### config.mk
export PLATFORM = sky130hd
export DESIGN_NAME = alu_issue_stage
export DESIGN_NICKNAME = d
export VERILOG_FILES = /design/src/rtl/alu_issue_stage.sv
export SDC_FILE = /design/constraint.sdc
export NUM_CORES = 1
export LEC_CHECK = 0
export CAP_MARGIN = 15
export CORE_MARGIN = 1.5
export CORE_UTILIZATION = 34
export DETAILED_ROUTE_END_ITERATION = 10
export GPL_TIMING_DRIVEN = 0
export PLACE_DENSITY = 0.57
export SYNTH_ARGS = -nofsm -noshare
export SYNTH_HDL_FRONTEND = slang
export SYNTH_SLANG_ARGS = --single-unit
### constraint.sdc
create_clock -name clk -period 8.1 [get_ports clk]
set_clock_uncertainty 0.1 [all_clocks]
set_input_delay 1.62 -clock clk [delete_from_list [all_inputs] [get_ports clk]]
set_output_delay 1.62 -clock clk [all_outputs]
set_load 0.03 [all_outputs]
### src/rtl/alu_issue_stage.sv
// alu_issue_stage: RV32I OP/OP-IMM/LUI/AUIPC decode into ALU op and operands behind a 2-entry skid buffer
module alu_issue_stage #(
    parameter int NBIT = 32
) (
    input  logic            clk,
    input  logic            rst_n,
    input  logic            in_valid,
    output logic            in_ready,
    input  logic [31:0]     in_instr,
    input  logic [NBIT-1:0] in_pc,
    input  logic [NBIT-1:0] in_rs1_data,
    input  logic [NBIT-1:0] in_rs2_data,
    output logic            out_valid,
    input  logic            out_ready,
    output logic [3:0]      out_op,
    output logic [NBIT-1:0] out_a,
    output logic [NBIT-1:0] out_b,
    output logic [4:0]      out_rd,
    output logic            out_we,
    output logic            out_illegal
);
    typedef enum logic [3:0] {
        NOP = 4'd0, AND = 4'd1, OR = 4'd2, XOR = 4'd3, SLT = 4'd4,
        SLTU = 4'd5, SLL = 4'd6, SRL = 4'd7, SRA = 4'd8, ADD = 4'd9
    } alu_op_t;

    typedef struct packed {
        alu_op_t         op;
        logic [NBIT-1:0] a;
        logic [NBIT-1:0] b;
        logic [4:0]      rd;
        logic            we;
        logic            illegal;
    } entry_t;

    // bit 1 is out_valid and bit 0 is in_ready, so both handshake outputs come straight from flops
    typedef enum logic [1:0] {EMPTY = 2'b01, BUSY = 2'b11, FULL = 2'b10} state_t;

    state_t     state, next;
    entry_t     main_q, skid_q, dec;
    logic [1:0] rst_sync;
    logic       rst_int_n, accept, drain;

    logic [6:0] opcode, f7;
    logic [2:0] f3;
    logic       is_op, is_imm, is_lui, is_auipc, shift, alt, f7_ok, legal;
    alu_op_t    alu_op;

    // async-assert, sync-release reset used by all internal state
    always_ff @(posedge clk or negedge rst_n)
        if (!rst_n) rst_sync <= 2'b00;
        else rst_sync <= {rst_sync[0], 1'b1};

    assign rst_int_n = rst_sync[1];
    assign accept    = in_valid && in_ready;
    assign drain     = out_valid && out_ready;

    // combinational decode of the incoming instruction into an issue entry
    always_comb begin
        opcode   = in_instr[6:0];
        f3       = in_instr[14:12];
        f7       = in_instr[31:25];
        is_op    = opcode == 7'b0110011;
        is_imm   = opcode == 7'b0010011;
        is_lui   = opcode == 7'b0110111;
        is_auipc = opcode == 7'b0010111;
        shift    = f3 == 3'd1 || f3 == 3'd5;
        alt      = f7 == 7'b0100000;
        f7_ok    = f7 == 7'b0000000 || (alt && (f3 == 3'd5 || (is_op && f3 == 3'd0)));
        legal    = (is_op && f7_ok) || (is_imm && (!shift || f7_ok)) || is_lui || is_auipc;
        alu_op   = f3 == 3'd0 ? ADD : f3 == 3'd1 ? SLL : f3 == 3'd2 ? SLT : f3 == 3'd3 ? SLTU :
                   f3 == 3'd4 ? XOR : f3 == 3'd5 ? (f7[5] ? SRA : SRL) : f3 == 3'd6 ? OR : AND;
        dec.op   = !legal ? NOP : (is_lui || is_auipc) ? ADD : alu_op;
        dec.a    = (!legal || is_lui) ? '0 : is_auipc ? in_pc : in_rs1_data;
        dec.b    = !legal ? '0 :
                   (is_lui || is_auipc) ? NBIT'($signed({in_instr[31:12], 12'b0})) :
                   shift ? (is_op ? NBIT'(in_rs2_data[4:0]) : NBIT'(in_instr[24:20])) :
                   is_op ? ((f3 == 3'd0 && alt) ? -in_rs2_data : in_rs2_data) :
                   NBIT'($signed(in_instr[31:20]));
        dec.rd      = in_instr[11:7];
        dec.illegal = !legal;
        dec.we      = legal && in_instr[11:7] != 5'd0;
    end

    // skid buffer state register
    always_ff @(posedge clk or negedge rst_int_n)
        if (!rst_int_n) state <= EMPTY;
        else state <= next;

    // skid buffer next state
    always_comb begin
        next = state == EMPTY ? (accept ? BUSY : EMPTY) :
               state == BUSY  ? ((accept && !drain) ? FULL : (!accept && drain) ? EMPTY : BUSY) :
               state == FULL  ? (drain ? BUSY : FULL) : EMPTY;
    end

    // main register feeds the outputs; skid register catches the item that arrives while main is stalled
    always_ff @(posedge clk or negedge rst_int_n)
        if (!rst_int_n) begin
            main_q <= '0;
            skid_q <= '0;
        end else begin
            if (state == FULL ? drain : (accept && (state == EMPTY || drain)))
                main_q <= state == FULL ? skid_q : dec;
            if (state == BUSY && accept && !drain)
                skid_q <= dec;
        end

    // outputs taken directly from state bits and the main register
    always_comb begin
        in_ready    = state[0];
        out_valid   = state[1];
        out_op      = main_q.op;
        out_a       = main_q.a;
        out_b       = main_q.b;
        out_rd      = main_q.rd;
        out_we      = main_q.we;
        out_illegal = main_q.illegal;
    end
endmodule

==> out/qor.yml, run 1 <==
run_status:
  status: "finished, final reports clean"
layout:
  seqCellArea_um2: 3860
  multi_input_area_um2: 4040
  nNetsFinal: 1309
  drive_gt1_share_pct: 5.55
  synthToLayoutAreaGrowth_pct: 38.6
  n_fill_cell: 2339
  antenna_cells: 0
global_routing:
  groute.usage.overall_pct: 22.6
  antenna_found_initial: 0
  gr-total-overflow: 0
  grt_pass1_wl_um: 42900
  grt_max_degree: 63
  grt_pass1_vias: 7566
clock_network:
  clockBufferDepth: 2
  cts_sinks: 154
  clk_pin_slew_ns: 0.07
  cts_root_buf: "clkbuf_16"
  tritoncts: "done"
  post_cts_buffers: 0
  postCtsHoldBufs: 0
  worstSkewPairLatency_ns: 0.43
  cts_resized: 0
  cts_max_level: 4
  numCtsBuffers: 17
logic_synthesis:
  synth_edf_count: 0
  synthTopCellsByArea: "dfrtp_1 (47%), a21oi_1 (6.7%), nand2_1 (6.6%), o21ai_0 (5.4%), mux2i_1 (4.9%)"
  synth_top_area_share_pct: 46.6
  synth_common_cells: "dfrtp_1 (153), nand2_1 (144), a21oi_1 (110)"
  ys_warn_count: 0
  ys.flop_type: "dfrtp_1"
  netlist_area_um2: 8220
  ys_seq_elements: 154
  yosysSeqAreaShare_pct: 46.9
  syn_area_per_cell_um2: 8.66
  syn_nets: 1082
  synth.distinct_cells: 70
  synth_area_leader_cell: "dfrtp_1"
  synthArstFlopShare_pct: 100
  yosysMostFrequentCell: "dfrtp_1"
  syn-instance-count: 949
floorplanning:
  die_h_um: 158
  rows: 56
  core_um2: 23600
  die_w_um: 158
  initial_core_util_pct: 34.8
  die-area_um2: 25100
  num_io_pins: 209
critical_path:
  critical_path.max_fanout: 10
  criticalPathCategory: "primary input to flip-flop"
  start_kind: "primary input"
  endpoint_kind: "flip-flop"
  cp_data_required_time_ns: 8.29
  cp.arrival_ns: 4.34
drt:
  viasPerCell: 5.28
  wl_per_cell_um: 18.7
  wirelength_um: 28200
  route.vias.total: 7962
  drtPass1Iterations: 5
  ant_nets: 0
  drc: 0
  first_iter_violations: 538
placement:
  hpwl_um: 21700
  gp_congestion: 0.894
  port-buffer-count: 206
  pre_cts_ws_ns: 3.45
timing:
  setup_viol: 0
  slew_viol_final: 0
  fmax_mhz: 241
  whs_ns: 0.254
  tightestPinTransition_ns: 0.880
  slew_headroom_pct: 41.4
  setup_tns_ns: 0
  hold_viol_final: 0
  fin_ws_ns: 3.95
  period_share_pct: 51.2
  period_minus_slack_ns: 4.15
  rsz0062_at_grt: "false"
power:
  power_mw: 2.40
  leakagePower_nw: 4.61
  peakVddDrop_v: 0.000128
  p_per_area_nw_per_um2: 210
hold_path:
  hp-class: "flip-flop to flip-flop"
job:
  maxCapViolCount: 0
[layout by cell type (no fill, tap or decap), types with 5 or more instances in the layout]
| cell | n |
|---|---|
| nand2_1 | 144 |
| xor2_1 | 17 |
| clkbuf_16 | 17 |
| nand3_1 | 24 |
| o22ai_1 | 32 |
| dfrtp_1 | 152 |
| nor2_1 | 90 |
| a21oi_1 | 110 |
| a31oi_1 | 14 |
| inv_1 | 8 |
| o31ai_1 | 10 |
| or4_1 | 6 |
| buf_2 | 9 |
| nand2b_1 | 6 |
| inv_6 | 5 |
| o21ai_0 | 89 |
| nand4_1 | 6 |
| o211ai_1 | 14 |
| or3_1 | 8 |
| clkbuf_1 | 60 |
| clkdlybuf4s50_1 | 206 |
| o21ai_1 | 5 |
| and3_1 | 15 |
| xnor2_1 | 8 |
| mux2i_1 | 40 |
| nor3_1 | 11 |
[layer usage]
layer	up-vias	share of wire [%]	global-route usage, %
met1	3774	46	31.7
met5	-	0	0
met2	312	45	35.5
li1	3840	-	-
met4	0	2.3	7.83
met3	36	7.1	3.43
[logic make-up (layout without fill, tap and decap cells)]
group | count (synthesis) | in the layout | synth area share [%]
AO/OA/AOI/OAI | 306 | 306 | 21.8
adder cells (fa/ha/maj) | 1 | 1 | 0.152
multiplexers | 41 | 41 | 5.01
flip-flops | 154 | 154 | 46.9
other | 1 | 1 | 0.0456
AND/OR/NAND/NOR | 341 | 341 | 19.5
XOR/XNOR | 25 | 25 | 2.66
buffers and inverters | 80 | 320 | 3.93
[where the power goes]
part	internal [mW]	total, mW	switching [mW]
sequential	0.847	0.899	0.0522
combinational	0.249	0.607	0.358
clock	0.531	0.890	0.358
total	1.63	2.40	0.769
[sequential cells by signal (all words and copies together) (netlist names)]
signal	count
out_we	1
skid_q	75
rst_sync	2
out_b	32
out_a	32
state	2
out_op	4
out_rd	5
out_illegal	1
[metrics by stage]
stage / utilization (%) / instance area [um2] / cells
2_1_floorplan: - / 8220 / 949
3_3_place_gp: 45.2 / 10700 / 1474
3_5_place_dp: 45.5 / 10700 / 1476
4_1_cts: 48.2 / 11400 / 1508
5_1_grt: 48.2 / 11400 / 1508
6_report: 48.2 / 11400 / 1508
[layout make-up]
cell class	instances	area share (%)
inverter	8	0.264
multi-input combinational	715	35.5
buffer	72	2.57
clock inverter	15	2.03
timing repair buffer	208	18.5
clock buffer	17	3.74
tap	319	3.50
sequential	154	33.9
[worst max-delay path, cell delays in order]
cell,delay (ns)
clkdlybuf4s50_1,0.64
nand3b_1,0.25
nor3_2,0.57
clkbuf_1,0.70
mux2i_1,0.41
o21ai_0,0.14
[final timing paths]
kind,from,endpoint,slack (ns),cells after the start
worst max-delay path,in_instr[2],skid_q[69]$_DFFE_PN0P_,3.95,6
worst min register to register,rst_sync[0]$_DFF_PN0_,rst_sync[1]$_DFF_PN0_,0.25,0
max in group asynchronous,rst_n,rst_sync[1]$_DFF_PN0_,6.52,1
min in group asynchronous,rst_sync[1]$_DFF_PN0_,out_b[2]$_DFFE_PN0P_,0.34,0
worst max register to register,state[0]$_DFF_PN1_,out_b[9]$_DFFE_PN0P_,5.34,7
worst min-delay path,rst_sync[0]$_DFF_PN0_,rst_sync[1]$_DFF_PN0_,0.25,0
Power figures use the tool's default switching activity.
==> run 2: changes to the inputs <==
--- a/config.mk
+++ b/config.mk
@@ -10,7 +10,7 @@
 export CORE_UTILIZATION = 34
 export DETAILED_ROUTE_END_ITERATION = 10
 export GPL_TIMING_DRIVEN = 0
-export PLACE_DENSITY = 0.57
+export PLACE_DENSITY = 0.59
 export SYNTH_ARGS = -nofsm -noshare
 export SYNTH_HDL_FRONTEND = slang
 export SYNTH_SLANG_ARGS = --single-unit
==> constraint.sdc (replaced) <==
create_clock -name clk -period 3.6 [get_ports clk]
set_clock_uncertainty 0.1 [all_clocks]
set_input_delay 0.72 -clock clk [delete_from_list [all_inputs] [get_ports clk]]
set_output_delay 0.72 -clock clk [all_outputs]
set_load 0.03 [all_outputs]
==> run 2 against run 1 <==
Net effect:
- first-iteration DRC count rose by 12%
- clock-buffer cell count is 1 higher
- sequential cell count unchanged
- clock power rose by 100%
- global-route usage decreased by 0.50 points
- final area shrank 0.46%
- worst hold slack worse by 0.059 ns
- setup slack worse by 3.6 ns
- via count shrank 0.16%
- critical path depth is the same
- routed wire length is 2.0% lower
==> out/qor.yml, run 2 (synthesis results as in run 1) <==
global_routing:
  top_usage_layer: "met2"
  use_met3_pct: 3.65  # +0.22 points
  antenna_found_initial: 0  # unchanged
  grt_pass1_wl_um: 42000  # -2.2%
  grt_pass1_vias: 7505  # -0.81%
  grt_max_degree: 64  # +1.6%
  use_met2_pct: 35.4  # -0.10 points
  gr-total-overflow: 0  # unchanged
  groute.usage.overall_pct: 22.1  # -0.50 points
  met1_usage_pct: 30.3  # -1.3 points
critical_path:
  criticalPathCategory: "primary input to flip-flop"
  endpoint_kind: "flip-flop"
  cp.arrival_ns: 3.43  # -0.91 ns
  crit_path_cell_trace: "clkdlybuf4s50_1 > nand3b_1 > nor3_2 > clkbuf_1 > mux2i_1 > o21ai_0"
  cp_data_required_time_ns: 3.78  # -4.51 ns
  critical_path.max_fanout: 10  # unchanged
  crit_family: "buffers and inverters"
  path_buf_inv: 2  # unchanged
  max_stage_delay_ns: 0.67  # -0.03 ns
  cp_slowest_cell: "clkbuf_1"
  start_kind: "primary input"
timing:
  hold_viol_final: 0  # unchanged
  slew_viol_final: 0  # unchanged
  whs_ns: 0.195  # -0.0593 ns
  setup_tns_ns: 0  # unchanged
  period_minus_slack_ns: 3.25
  tightestPinTransition_ns: 0.791  # -0.0888 ns
  slew_headroom_pct: 47.3  # +5.9 points
  fmax_mhz: 308
  fin_ws_ns: 0.352  # -3.60 ns
  rsz0062_at_grt: "false"
  setup_viol: 0  # unchanged
  period_share_pct: 90.2
clock_network:
  postCtsHoldBufs: 0  # unchanged
  post_cts_buffers: 0  # unchanged
  cts_max_level: 4  # unchanged
  cts_root_buf: "clkbuf_16"
  clockBufferDepth: 2  # unchanged
  numCtsBuffers: 17  # unchanged
  cts_resized: 0  # unchanged
  clk_pin_slew_ns: 0.07  # about the same
  tritoncts: "done"
  worstSkewPairLatency_ns: 0.42  # about the same
  cts_sinks: 154  # unchanged
layout:
  seqCellArea_um2: 3860  # unchanged
  fin_cells: 1508  # unchanged
  final_util_pct: 48.0  # -0.22 points
  multi_input_area_um2: 4040  # unchanged
  drive_gt1_share_pct: 5.55  # unchanged
  final_common_cell: "clkdlybuf4s50_1"
  largest-register: "skid_q"
  postLayoutCellArea_um2: 11300  # -0.46%
  largest_register_ff_count: 75  # unchanged
  antenna_cells: 0  # unchanged
  final_cell_mix: "clkdlybuf4s50_1 (206), dfrtp_1 (152), nand2_1 (144)"
  nNetsFinal: 1309  # unchanged
  n_fill_cell: 2313  # -1.1%
  synthToLayoutAreaGrowth_pct: 37.9
placement:
  port-buffer-count: 206  # unchanged
  dp.cells: 1476  # unchanged
  pre_cts_ws_ns: -0.152  # -3.60 ns
  hpwl_um: 21400  # -1.5%
  placed_area_um2: 10700  # about the same
  gp_congestion: 0.934  # +4.5%
floorplanning:
  die_w_um: 158  # unchanged
  num_io_pins: 209  # unchanged
  initial_core_util_pct: 34.8  # unchanged
  rows: 56  # unchanged
  die_h_um: 158  # unchanged
  die-area_um2: 25100  # unchanged
  core_um2: 23600  # unchanged
drt:
  wl_per_cell_um: 18.3  # -2.0%
  drc: 0  # unchanged
  drtPass1Iterations: 5  # unchanged
  viasPerCell: 5.27  # -0.16%
  first_iter_violations: 601  # +12%
  wirelength_um: 27600  # -2.0%
  route.vias.total: 7949  # -0.16%
  ant_nets: 0  # unchanged
hold_path:
  hp-class: "flip-flop to async pin"
power:
  p_per_area_nw_per_um2: 460  # +120%
  leakagePower_nw: 4.58  # -0.74%
  power_mw: 5.21  # +120%
  peakVddDrop_v: 0.000242  # +89%
job:
  maxCapViolCount: 0  # unchanged
run_status:
  status: "finished, final reports clean"
[run 2: area by class of cell]
cell class	instances	area share, %
tap	319	3.52
sequential	154	34.0
timing repair buffer	208	18.7
clock buffer	18	3.87
buffer	72	2.58
clock inverter	14	1.39
inverter	8	0.265
multi-input combinational	715	35.7
[run 2: power breakdown]
group          switching [mW]  internal, mW  total, mW
Combinational           0.812         0.561       1.37
Clock                   0.768          1.05       1.82
Sequential              0.110          1.91       2.02
[run 2: routing by layer]
metal | routed length (um) | part of all wire, %
met5 | 0 | 0
met1 | 12700 | 46
met2 | 12600 | 45
met4 | 573 | 2.1
met3 | 1820 | 6.6
[run 2: path summary, 6_finish.rpt]
kind                            cells past startpoint                      to                   from  slack (ns)
max in group asynchronous                           1      state[0]$_DFF_PN1_  rst_sync[1]$_DFF_PN0_        2.46
worst min register to register                      0    out_b[3]$_DFFE_PN0P_  rst_sync[1]$_DFF_PN0_        0.20
worst max-delay path                                6  skid_q[64]$_DFFE_PN0P_            in_instr[2]        0.35
worst min-delay path                                0    out_b[3]$_DFFE_PN0P_  rst_sync[1]$_DFF_PN0_        0.20
min in group clk                                    0   rst_sync[1]$_DFF_PN0_  rst_sync[0]$_DFF_PN0_        0.25
worst max register to register                      7   out_b[18]$_DFFE_PN0P_     state[0]$_DFF_PN1_        0.92
